`src/rtl/hazard_stall_unit.sv`:
```
// Decode-stage hazard controller: a three-entry destination scoreboard (EX/MEM/WB)
// drives stall/flush, and saturating counters track stall episodes and cycles.
module hazard_stall_unit #(
  parameter bit FORWARD = 1'b1,
  parameter int CNT_W   = 16
) (
  input  logic             clk,
  input  logic             rst_n,
  input  logic [31:0]      instr_d,
  input  logic             valid_d,
  input  logic [1:0]       optype_d,
  output logic             stall_f,
  output logic             stall_d,
  output logic             flush_e,
  output logic [CNT_W-1:0] stall_events,
  output logic [CNT_W-1:0] stall_cycles
);

  typedef struct packed {
    logic       valid;
    logic [4:0] dest;
    logic       is_load;
  } sb_entry_t;

  localparam logic [0:0]       ST_RUN   = 1'b0;
  localparam logic [0:0]       ST_STALL = 1'b1;
  localparam logic [5:0]       OP_RTYPE = 6'b000000;
  localparam logic [5:0]       OP_LW    = 6'b100011;
  localparam sb_entry_t        SB_EMPTY = 7'b000_0000;
  localparam logic [CNT_W-1:0] CNT_MAX  = {CNT_W{1'b1}};
  // With forwarding only an EX load can hazard; without it EX and MEM both can.
  localparam logic [2:0]       HAZ_MASK = FORWARD ? 3'b001 : 3'b011;

  // Destination written by an instruction; $0 counts as no destination.
  function automatic sb_entry_t decode_dest(input logic [31:0] instr);
    sb_entry_t e;
    e = SB_EMPTY;
    case (instr[31:26])
      OP_RTYPE: begin
        e.valid = 1'b1;
        e.dest  = instr[15:11];
      end
      OP_LW: begin
        e.valid   = 1'b1;
        e.dest    = instr[20:16];
        e.is_load = 1'b1;
      end
      default: e = SB_EMPTY;
    endcase
    e.valid = e.valid & (e.dest != 5'd0);
    return e;
  endfunction

  function automatic logic sb_match(input sb_entry_t e, input logic [4:0] rs,
                                    input logic [4:0] rt);
    return e.valid && (e.dest != 5'd0) && ((e.dest == rs) || (e.dest == rt));
  endfunction

  sb_entry_t [2:0] sb_r;
  logic [0:0]      state_r;
  logic [0:0]      state_next_s;
  logic [4:0]      rs_s;
  logic [4:0]      rt_s;
  logic            check_s;
  logic [2:0]      match_s;
  logic            hazard_s;
  sb_entry_t       dest_s;
  sb_entry_t       ex_next_s;
  logic            unused_s;

  assign rs_s     = instr_d[25:21];
  assign rt_s     = instr_d[20:16];
  assign check_s  = valid_d && (optype_d != 2'b00);
  assign dest_s   = decode_dest(instr_d);
  assign unused_s = ^instr_d[10:0];

  // Per-entry source match, qualified by the forwarding mode.
  always_comb begin
    match_s = 3'b000;
    for (int i = 0; i < 3; i++) begin
      match_s[i] = check_s && sb_match(sb_r[i], rs_s, rt_s)
                   && (FORWARD ? sb_r[i].is_load : 1'b1);
    end
  end

  assign hazard_s = |(match_s & HAZ_MASK);
  assign stall_f  = hazard_s;
  assign stall_d  = hazard_s;
  assign flush_e  = hazard_s;

  // Next EX entry: the decoded destination, or a bubble when stalling or empty.
  always_comb begin
    if (!hazard_s && valid_d) begin
      ex_next_s = dest_s;
    end else begin
      ex_next_s = SB_EMPTY;
    end
  end

  // Scoreboard shift EX -> MEM -> WB; the WB entry drops off.
  always_ff @(posedge clk or negedge rst_n) begin
    if (!rst_n) begin
      sb_r <= {3{SB_EMPTY}};
    end else begin
      sb_r <= {sb_r[1], sb_r[0], ex_next_s};
    end
  end

  // RUN/STALL episode tracking.
  always_comb begin
    state_next_s = state_r;
    case (state_r)
      ST_RUN:   state_next_s = hazard_s ? ST_STALL : ST_RUN;
      ST_STALL: state_next_s = hazard_s ? ST_STALL : ST_RUN;
      default:  state_next_s = ST_RUN;
    endcase
  end

  // State register and saturating performance counters.
  always_ff @(posedge clk or negedge rst_n) begin
    if (!rst_n) begin
      state_r      <= ST_RUN;
      stall_events <= {CNT_W{1'b0}};
      stall_cycles <= {CNT_W{1'b0}};
    end else begin
      state_r <= state_next_s;
      if ((state_r == ST_RUN) && hazard_s && (stall_events != CNT_MAX)) begin
        stall_events <= stall_events + {{(CNT_W-1){1'b0}}, 1'b1};
      end else begin
        stall_events <= stall_events;
      end
      if (hazard_s && (stall_cycles != CNT_MAX)) begin
        stall_cycles <= stall_cycles + {{(CNT_W-1){1'b0}}, 1'b1};
      end else begin
        stall_cycles <= stall_cycles;
      end
    end
  end

endmodule

```
`config.mk`:
```
export PLATFORM = sky130hd
export DESIGN_NAME = hazard_stall_unit
export DESIGN_NICKNAME = d
export VERILOG_FILES = /design/src/rtl/hazard_stall_unit.sv
export SDC_FILE = /design/constraint.sdc
export NUM_CORES = 1
export LEC_CHECK = 0
export CAP_MARGIN = 40
export CORE_ASPECT_RATIO = 0.75
export CORE_MARGIN = 2
export CORE_UTILIZATION = 41
export CTS_CLUSTER_DIAMETER = 60
export CTS_CLUSTER_SIZE = 12
export DETAILED_ROUTE_END_ITERATION = 12
export HOLD_SLACK_MARGIN = 0.06
export PLACE_DENSITY = 0.85
export SYNTH_ARGS = -nofsm -noshare
export SYNTH_HDL_FRONTEND = slang
export SYNTH_SLANG_ARGS = --single-unit
export TNS_END_PERCENT = 10
```
`constraint.sdc`:
```
create_clock -name clk -period 1.8 [get_ports clk]
set_input_delay 0.36 -clock clk [delete_from_list [all_inputs] [get_ports clk]]
set_output_delay 0.36 -clock clk [all_outputs]
set_load 0.01 [all_outputs]
```
==> results.md <==
- Crit-path slowest cell: dfrtp_1
- DIE AREA: 5630 um^2
- First-pass GRT wire length: between 8 and 9 mm
- Fill cells: between 300 and 400
- Pre-antenna DRT Iters: 4
- Sink Count: 40
- Syn Nets: around 230
- Post-synthesis cell count: between 150 and 200
- CTS Buffer Depth: 2
- Number of distinct library cells after synthesis: 35
- Peak Freq: around 520 MHz
- Synth Area per Inst: roughly 11 um^2
- Clock share of power: 0.384
- Pre-CTS setup slack: -0.685 ns
- Final min period: 1.93 ns
- H-tree Lvls: 2
- Flop pwr share: 0.546
- CP Data Required Time: about 1.4 ns
- Num ports: 72
- Max-cap violations: 0
- Area occupied by multi-input gates: between 1000 and 1500 um^2
- Slew Viols, Final: 0
- ANT cells: 0
- Total negative slack: -1.02 ns
- Tcrit/Tclk final: 1.07
- Cell taking the most area after synthesis: dfrtp_1
- Setup ws final: -0.127 ns
- Final instance area: roughly 3200 um^2
- Switch share: 0.229
- Relative slew margins: 0.663
- CP Cell Sequence: buf_4, nor3_1, a21oi_2, nand2_2, inv_2, buf_6
- Post-synth top area share: 0.484
- CTS Buf Count: 5
- Initial Util: 0.424
- Final hold violation count: 0
- Clk root buf: clkbuf_8
- Worst clock skew: between 0.01 and 0.015 ns
- Critical Path Fanout Max: 4
- Post-synthesis sequential area ratio: 0.484
- Power Internal: ~1.3 mW
- Area contributors post-synth: dfrtp_1, xnor2_1, xor2_1
- Hold crit path type: in2async
- Die Width: roughly 86 um
- Commonest non-fill, non-tap cells in the layout: clkdlybuf4s50_1, dfrtp_1, buf_4
- FF+latch count, synth: 40
- CTS tree: yes
- Overall Global Routing Usage: 0.195
- Drt first-iter violations: 64
- Cell Area, Synth: around 2100 um^2
- Die height: 65.5 um
- Status: finished, violations left
- Sequential Area: between 1000 and 1500 um^2
- Unrepaired setup endpoints after global routing: yes
- Worst Path Arrival: 1.57 ns
- P_sw: roughly 0.38 mW
- Grt ovf: 0
- Area growth, synth to finish: 55.5%
- CTS Hold Bufs: 0
- Vias in the first global route: 1825
- Worst path max stage delay: 0.41 ns
- Combinational Power Share: 0.070
- Worst-Skew Late Latency: 0.31 ns
- WS Path Type: reg2out
- Port Buffers: 60
- CP delay by family, top: simple AND/OR/NAND/NOR gates
- Final net count: around 330
- Routed len/inst: 14.7 um
- Layout cells sized above 1: 0.283
- Post-route ant nets: 0
- Via/cell ratio: 5.16
- Clock transition at path regs: approximately 0.09 ns
- CP Capture Type: output pin
- Total number of vias: roughly 1800
- Placed Area: around 3000 um^2
- Pwr/cell area: between 500 and 600 nW/um^2
- Commonest non-fill, non-tap cell in the layout: clkdlybuf4s50_1
- Detailed Route WL: 5.19 mm
- Remaining DRCs: 0
- Worst hold slack: 0.0994 ns
- Worst slew pin tran: 0.506 ns
- Routability congestion estimate: a little under 0.9
- Worst setup SP type: flip-flop
- Peak VDD IR: ~0.32 mV
- Largest net degree at the start of global routing: 41
- Core area: 4870 um^2
- Post-detail-place hpwl: around 3.6 mm
- Syn. warnings: 0
- Initial antenna violation count: 0
- Row Count: 22
- CP bufs+invs: 3
- Static Leak: between 1 and 1.5 nW
- Failing checks: negative setup slack
- Setup violators final: 14
flip-flops by register name, indices dropped and copies added, names as in the netlist:
name,count
state_r,1
sb_r,7
stall_cycles,16
stall_events,16
layer usage:
layer / vias to the layer above / GRT usage / part of all wire
li1: 874 / - / -
met4: 0 / 0.0575 / 0.011
met5: - / 0 / 0
met2: 57 / 0.315 / 0.47
met1: 884 / 0.255 / 0.46
met3: 6 / 0.0565 / 0.060
power by group through the flow:
stage | combinational [mW] | sequential [mW] | clock [mW]
finish | 0.115 | 0.900 | 0.633
detailed placement | 0.119 | 0.918 | 0
floorplan | 0.0250 | 0.918 | 0
CTS | 0.115 | 0.900 | 0.650
global placement | 0.118 | 0.918 | 0
global route | 0.126 | 0.900 | 0.686
worst reg2reg max path, cell delays in order, from the launching register on:
cell	delay [ns]
dfrtp_2	0.45
xnor2_1	0.14
nand3_1	0.15
o22ai_4	0.19
nand2_2	0.11
buf_6	0.15
nor4_4	0.28
mux2_4	0.32
synthesized netlist by cell type:
cell type	n
mux2_1	1
xnor2_1	19
o22ai_4	1
nand2_1	12
and4_1	3
nor4_2	3
nand2_2	1
clkbuf_1	1
a21oi_2	1
buf_4	2
nor4b_2	1
nand4b_4	1
nand4_1	3
a22oi_1	5
nor3_2	5
nand3_1	16
a21oi_1	1
o211ai_2	1
nor3_1	6
nor3b_2	1
or4_1	2
and3_1	6
ha_1	2
xor2_1	19
o21ai_0	2
inv_1	6
o2111ai_1	1
nor4b_1	1
nand2b_1	1
mux2_2	3
nor2_1	18
nor4_1	2
dfrtp_1	40
nand4_2	1
buf_8	1
metrics by stage:
step / util / instances / power (mW)
final: 0.660 / 353 / 1.65
after CTS: 0.649 / 353 / 1.66
after detailed placement: 0.616 / 341 / 1.04
after global routing: 0.660 / 353 / 1.71
after floorplan: - / 189 / 0.943
after global placement: 0.616 / 341 / 1.04
layout make-up:
cell class	instances	area share
Sequential cell	40	0.312
Multi-Input combinational cell	140	0.352
Clock inverter	2	0.00311
Timing Repair Buffer	99	0.277
Clock buffer	6	0.0257
Tap cell	60	0.0233
Inverter	6	0.00700
final timing paths:
path	start	to	slack (ns)	cells after the start
min in group clk	stall_cycles[5]	stall_cycles[5]	0.50	1
max reg2reg	sb_r[5]	stall_cycles[14]	-0.10	7
max in group asynchronous	rst_n	sb_r[5]	1.32	2
min	rst_n	stall_events[6]	0.1	2
max	sb_r[1]	stall_d	-0.13	6
min reg2reg	stall_cycles[5]	stall_cycles[5]	0.50	1
kinds of logic (layout without fill, tap and decap cells):
group                      Yosys count  in the layout  synth area share
DFF                                 40             40             0.484
buffers and inverters               10            113            0.0272
and+or+nand+nor                     83             84             0.244
xor gates and xnor gates            38             38             0.161
adders and majority gates            2              2            0.0121
muxes                                4              4            0.0218
AOI/OAI and AO/OA                   12             12            0.0496
repair_timing:
item,in CTS,in global routing
pin swaps,10,4
gates cloned,1,0
endpoints found under the setup margin,29,32
setup buffers,3,0
resized for setup,32,10
(Power assumes the default switching activity.)
==> RTL edit 1, RTL diff (config.mk and constraints unchanged) <==
`CNT_W`: 16 -> 32.
--- a/src/rtl/hazard_stall_unit.sv
+++ b/src/rtl/hazard_stall_unit.sv
@@ -4,3 +4,3 @@
   parameter bit FORWARD = 1'b1,
-  parameter int CNT_W   = 16
+  parameter int CNT_W   = 32
 ) (
Ports: changed (resized stall_cycles and stall_events); port bits go from 72 to 104. The function was not compared with the original's and may differ.
==> RTL edit 1 against the original RTL <==
- global-route usage is 6.6 points higher
- first-iteration DRC count rose to 5.2 times the old value
- via count up 120%
- routed wire length grew to 2.6 times the old value
- worst setup slack got worse by 0.14 ns
- total power increased by 110%
- cell area increased by 95%
- highest routed layer unchanged
- sequential cell count rose by 32
- area after synthesis up 79%
- the flow still finishes with violations (setup timing)
- synthesized cell count rose by 88%
==> RTL edit 1: results (changes against the original RTL) <==
sta:
  finalSetupViolCount: 62  # was 14
  worst_pin_slew_ns: 0.4974  # was 0.5057 ns
  setup_ws_ns: -0.2702  # was -0.1268 ns
  hold_slack_ns: 0.4663  # was 0.09941 ns
place:
  port_buffers: 92  # was 60
  hpwl_um: 8175  # was 3616 um
  post-place-ws_ns: -0.7951  # was -0.6847 ns
  dpl-instance-area_um2: 5441  # was 3000 um2
  place_congestion: 0.8814  # was 0.8815
setup_path:
  cp.arrival_ns: 2.28  # was 1.57 ns
  timing.rr.start: "stall_events[0]$_DFFE_PN0P_"  # was sb_r[5]$_DFF_PN0_
  r2r_end: "stall_events[16]$_DFFE_PN0P_"  # was stall_cycles[14]$_DFFE_PN0P_
  reg2regPathDepth: 8  # was 7
synth:
  synth_compound_area_share_pct: 2.872  # was 4.961%
  synth_mux_area_share_pct: 0.6081  # was 2.178%
  synth_area_leaders: "dfrtp_1 (49%), xnor2_1 (11%), xor2_1 (5.2%)"  # was dfrtp_1 (48%), xnor2_1 (8.0%), xor2_1 (8.0%)
  syn_nets: 394  # was 228
  synth_top_area_share_pct: 48.65  # was 48.40%
  synth_commonest_cells: "dfrtp_1 (72), xnor2_1 (47), nand3_1 (31)"  # was dfrtp_1 (40), xnor2_1 (19), xor2_1 (19)
  synthAdderAreaFrac_pct: 0.6757  # was 1.210%
  synth_cell_types: 39  # was 35
  synthXorXnorAreaFrac_pct: 16.32  # was 16.09%
final_layout:
  fillCellCount: 534  # was 376
  final_nets: 595  # was 331
  reg_top3: "stall_cycles (32), stall_events (32), sb_r (7)"  # was stall_cycles (16), stall_events (16), sb_r (7)
power_and_ir_drop:
  power_mw: 3.394  # was 1.648 mW
  p_leak_nw: 2.887  # was 1.495 nW
  ir_worst_vdd_uv: 442.0  # was 320.6 uV
clock_tree:
  h-tree-depth: 3  # was 2
  numCtsBuffers: 9  # was 5
  cts-root-buf: "clkbuf_16"  # was clkbuf_8
  clk_latency_ns: 0.33  # was 0.31 ns
  clk_pin_slew_ns: 0.06  # was 0.09 ns
grt:
  grt_pass1_vias: 4005  # was 1825
  grt_usage_pct: 26.06  # was 19.50%
  grt_max_degree: 43  # was 41
  grt_pass1_wl_um: 19930  # was 8514 um
outcome:
  status: "complete, but fails checks"  # unchanged
  violations: "setup timing"  # unchanged
route:
  wl_per_cell_um: 20.50  # was 14.70 um
  firstDrtPassIters: 5  # was 4
  vias: 3922  # was 1821
  drt_iter0_markers: 331  # was 64
-- RTL edit 1: critical path, cell delays in order, from the launching register on --
cell and delay [ns]:
dfrtp_1 0.39, ha_2 0.21, buf_4 0.13, and4_2 0.28, nand4_1 0.29, buf_4 0.27, nor2_1 0.11, nand3_1 0.11
xnor2_1 0.15
-- RTL edit 1: cell families (layout without fill, tap and decap cells) --
group                      count (synthesis)  count (layout)
and+or+nand+nor                          176             176
muxes                                      2               2
DFF                                       72              72
adders and majority gates                  2               2
xor gates and xnor gates                  69              69
buffers and inverters                     17             223
AOI/OAI and AO/OA                         17              17
-- RTL edit 1: worst max path at each step --
stage,end,startpoint,slack (ns),depth (start not counted)
floorplan,stall_events[29]$_DFFE_PN0P_,stall_events[0]$_DFFE_PN0P_,-0.11,6
global placement,flush_e,instr_d[25],-0.73,7
detailed placement,stall_d,instr_d[16],-0.80,7
CTS,stall_d,sb_r[5]$_DFF_PN0_,-0.19,7
global route,stall_events[16]$_DFFE_PN0P_,stall_events[0]$_DFFE_PN0P_,-0.38,8
finish,stall_events[16]$_DFFE_PN0P_,stall_events[0]$_DFFE_PN0P_,-0.27,8
-- RTL edit 1: timing repair --
action,in CTS,in global routing
pin swaps,22,33
hold buffers,1,0
hold endpoints to repair,12,0
gates resized for setup,64,39
gates cloned,2,0
setup buffers,7,9
endpoints found under the setup margin,66,75
-- RTL edit 1: area by class of cell --
cell class	instances	area (um2)	area share, %
clock buffers	12	246.5	3.927
clock inverters	4	20.02	0.3190
inverters	6	27.53	0.4386
multi-input cells	266	2175	34.65
flip-flops and latches	72	1807	28.79
well taps	108	135.1	2.153
repair buffers	201	1866	29.72
-- RTL edit 1: where the power goes --
part           internal, mW  switching (mW)  leakage, nW
clock                 0.962           0.674        0.136
sequential             1.62         0.00106        0.994
combinational        0.0732          0.0638         1.76
-- RTL edit 1: per-stage QoR --
step / cells / TNS, ns
floorplan: 355 / -1.070
global placement: 635 / -27.07
detailed placement: 635 / -33.45
CTS: 660 / -3.311
global route: 669 / -13.34
finish: 669 / -7.437
-- RTL edit 1: routing by layer --
metal	track usage (%)	part of all wire, %
met1	31.22	39
met2	44.58	49
met3	6.364	7.7
met4	12.53	4.9
met5	0	0
==> RTL edit 2, RTL diff (config.mk and constraints unchanged) <==
Made on the original files. Make the reset (`rst_n`) synchronous in 2 clocked blocks.
--- a/src/rtl/hazard_stall_unit.sv
+++ b/src/rtl/hazard_stall_unit.sv
@@ -100,3 +100,3 @@
   // Scoreboard shift EX -> MEM -> WB; the WB entry drops off.
-  always_ff @(posedge clk or negedge rst_n) begin
+  always_ff @(posedge clk) begin
     if (!rst_n) begin
@@ -119,3 +119,3 @@
   // State register and saturating performance counters.
-  always_ff @(posedge clk or negedge rst_n) begin
+  always_ff @(posedge clk) begin
     if (!rst_n) begin
Behaviour: differs if rst_n is asserted again (counterexample within 4 cycles, from zero or initial values and one cycle with rst_n low); with rst_n held inactive, the same outputs for 10 cycles.
==> RTL edit 2 against the original RTL <==
- the flow still finishes with violations (setup timing)
- area after synthesis increased by 9.4%
- routed wire length is 67% higher
- via count is 56% higher
- cell area grew 16%
- sequential power fell by 2%
- sequential cell count unchanged
- total power is 9.1% higher
- clock skew shrank 0.0053 ns
- worst setup slack got worse by 0.046 ns
==> RTL edit 2: results (changes against the original RTL) <==
grt:
  grt_usage_pct: 23.10  # was 19.50%
  grt_pass1_wl_um: 11320  # was 8514 um
  antenna_found_initial: 0  # unchanged
  grt_pass1_vias: 2430  # was 1825
  grt_max_degree: 32  # was 41
  use_met1_pct: 30.83  # was 25.54%
  met2_usage_pct: 37.03  # was 31.49%
  use_met3_pct: 4.405  # was 5.653%
  grt_overflow: 0  # unchanged
route:
  drt-met1-wl_um: 3438  # was 2369 um
  routed.top_layer: "met4"  # unchanged
  route.met3.wl_um: 689  # was 312 um
  drt_iter0_markers: 319  # was 64
  dr_wl_met2_um: 4064  # was 2449 um
  firstDrtPassIters: 5  # was 4
  vias: 2847  # was 1821
  wl_um: 8646  # was 5189 um
place:
  hpwl_um: 5092  # was 3616 um
  post-place-ws_ns: -0.5920  # was -0.6847 ns
  dpl-instance-area_um2: 3361  # was 3000 um2
  place_congestion: 0.8178  # was 0.8815
synth:
  synth_cell_types: 41  # was 35
  yosysSeqAreaShare_pct: 35.40  # was 48.40%
  synth_mux_area_share_pct: 4.867  # was 2.178%
  synth_commonest_cells: "dfxtp_1 (40), nand2_1 (22), a21oi_1 (20), or4_1 (20), o31ai_1 (19)"  # was dfrtp_1 (40), xnor2_1 (19), xor2_1 (19)
  synth_area_leaders: "dfxtp_1 (35%), or4_1 (6.6%), o31ai_1 (6.3%)"  # was dfrtp_1 (48%), xnor2_1 (8.0%), xor2_1 (8.0%)
  synth_compound_area_share_pct: 17.48  # was 4.961%
  synth_ff_type: "dfxtp_1"  # was dfrtp_1
  synthAdderAreaFrac_pct: 1.106  # was 1.210%
  synthXorXnorAreaFrac_pct: 3.872  # was 16.09%
  syn_nets: 308  # was 228
  async_reset_ff_share_pct: 0  # was 100.0%
sta:
  finalSetupViolCount: 35  # was 14
  setup_ws_ns: -0.1728  # was -0.1268 ns
  maxSlewHeadroom_pct: 58.07  # was 66.28%
  tns_ns: -3.116  # was -1.020 ns
  fin_skew_ns: 0.008681  # was 0.01403 ns
power_and_ir_drop:
  ir_worst_vdd_uv: 347.1  # was 320.6 uV
  p_comb_uw: 149  # was 115 uW
  p_leak_nw: 1.320  # was 1.495 nW
  internal_power_mw: 1.372  # was 1.270 mW
  swShare_pct: 23.64  # was 22.92%
  powerSeq_uw: 885  # was 900 uW
setup_path:
  crit_path_top_delay_cell: "or4_1"  # was dfrtp_1
  slowest_delay_ns: 0.54  # was 0.41 ns
  cp.arrival_ns: 2.21  # was 1.57 ns
  crit_fanout: 31  # was 4
  crit_family: "simple AND/OR/NAND/NOR gates"  # unchanged
outcome:
  status: "complete, but fails checks"  # unchanged
  violations: "setup timing"  # unchanged
clock_tree:
  h-tree-depth: 2  # unchanged
  clk_latency_ns: 0.31  # about the same
  clockBufferDepth: 2  # unchanged
final_layout:
  final_nets: 422  # was 331
  fillCellCount: 356  # was 376
  drive_gt1_share_pct: 32.55  # was 28.33%
worst_hold_path:
  hold_path.class: "reg2reg"  # was in2async
-- RTL edit 2: cell types whose count changed after synthesis, moves of 8 or more --
cell	unedited run	this run
a21oi_1	1	20
dfrtp_1	40	0
dfxtp_1	0	40
mux2i_1	0	11
nand2_1	12	22
nand2b_1	1	9
nand3_1	16	6
nand4_1	3	12
o31ai_1	0	19
or4_1	2	20
xnor2_1	19	0
xor2_1	19	10
-- RTL edit 2: what timing repair did --
item                                    4_1_cts  5_1_grt
hold endpoints to repair                      0        0
pin swaps                                    24       16
resized for setup                            44       36
hold buffers                                  0        0
buffers inserted                              3        0
gates cloned                                  0        0
endpoints found under the setup margin       41       42
-- RTL edit 2: final timing paths --
kind | from | to | slack, ns
worst max-delay path | sb_r[3]$_SDFF_PN0_ | stall_events[14]$_SDFFE_PN0P_ | -0.17
worst min-delay path | stall_events[9]$_SDFFE_PN0P_ | stall_events[9]$_SDFFE_PN0P_ | 0.51
worst max register to register | sb_r[3]$_SDFF_PN0_ | stall_events[14]$_SDFFE_PN0P_ | -0.17
worst min register to register | stall_events[9]$_SDFFE_PN0P_ | stall_events[9]$_SDFFE_PN0P_ | 0.51
-- RTL edit 2: final cells by class --
cell class | count | share of cell area, %
Multi-Input combinational cell | 208 | 42.28
Timing Repair Buffer | 124 | 30.26
Clock buffer | 6 | 1.948
Sequential cell | 40 | 21.66
Clock inverter | 2 | 0.9402
Inverter | 4 | 0.4030
Tap cell | 75 | 2.518
-- RTL edit 2: stage by stage --
stage                     cells  utilization (%)
after global routing        459            69.99
after global placement      448            63.13
after detailed placement    448            63.13
final                       459            69.99
after floorplan             269                -
after CTS                   459            66.93
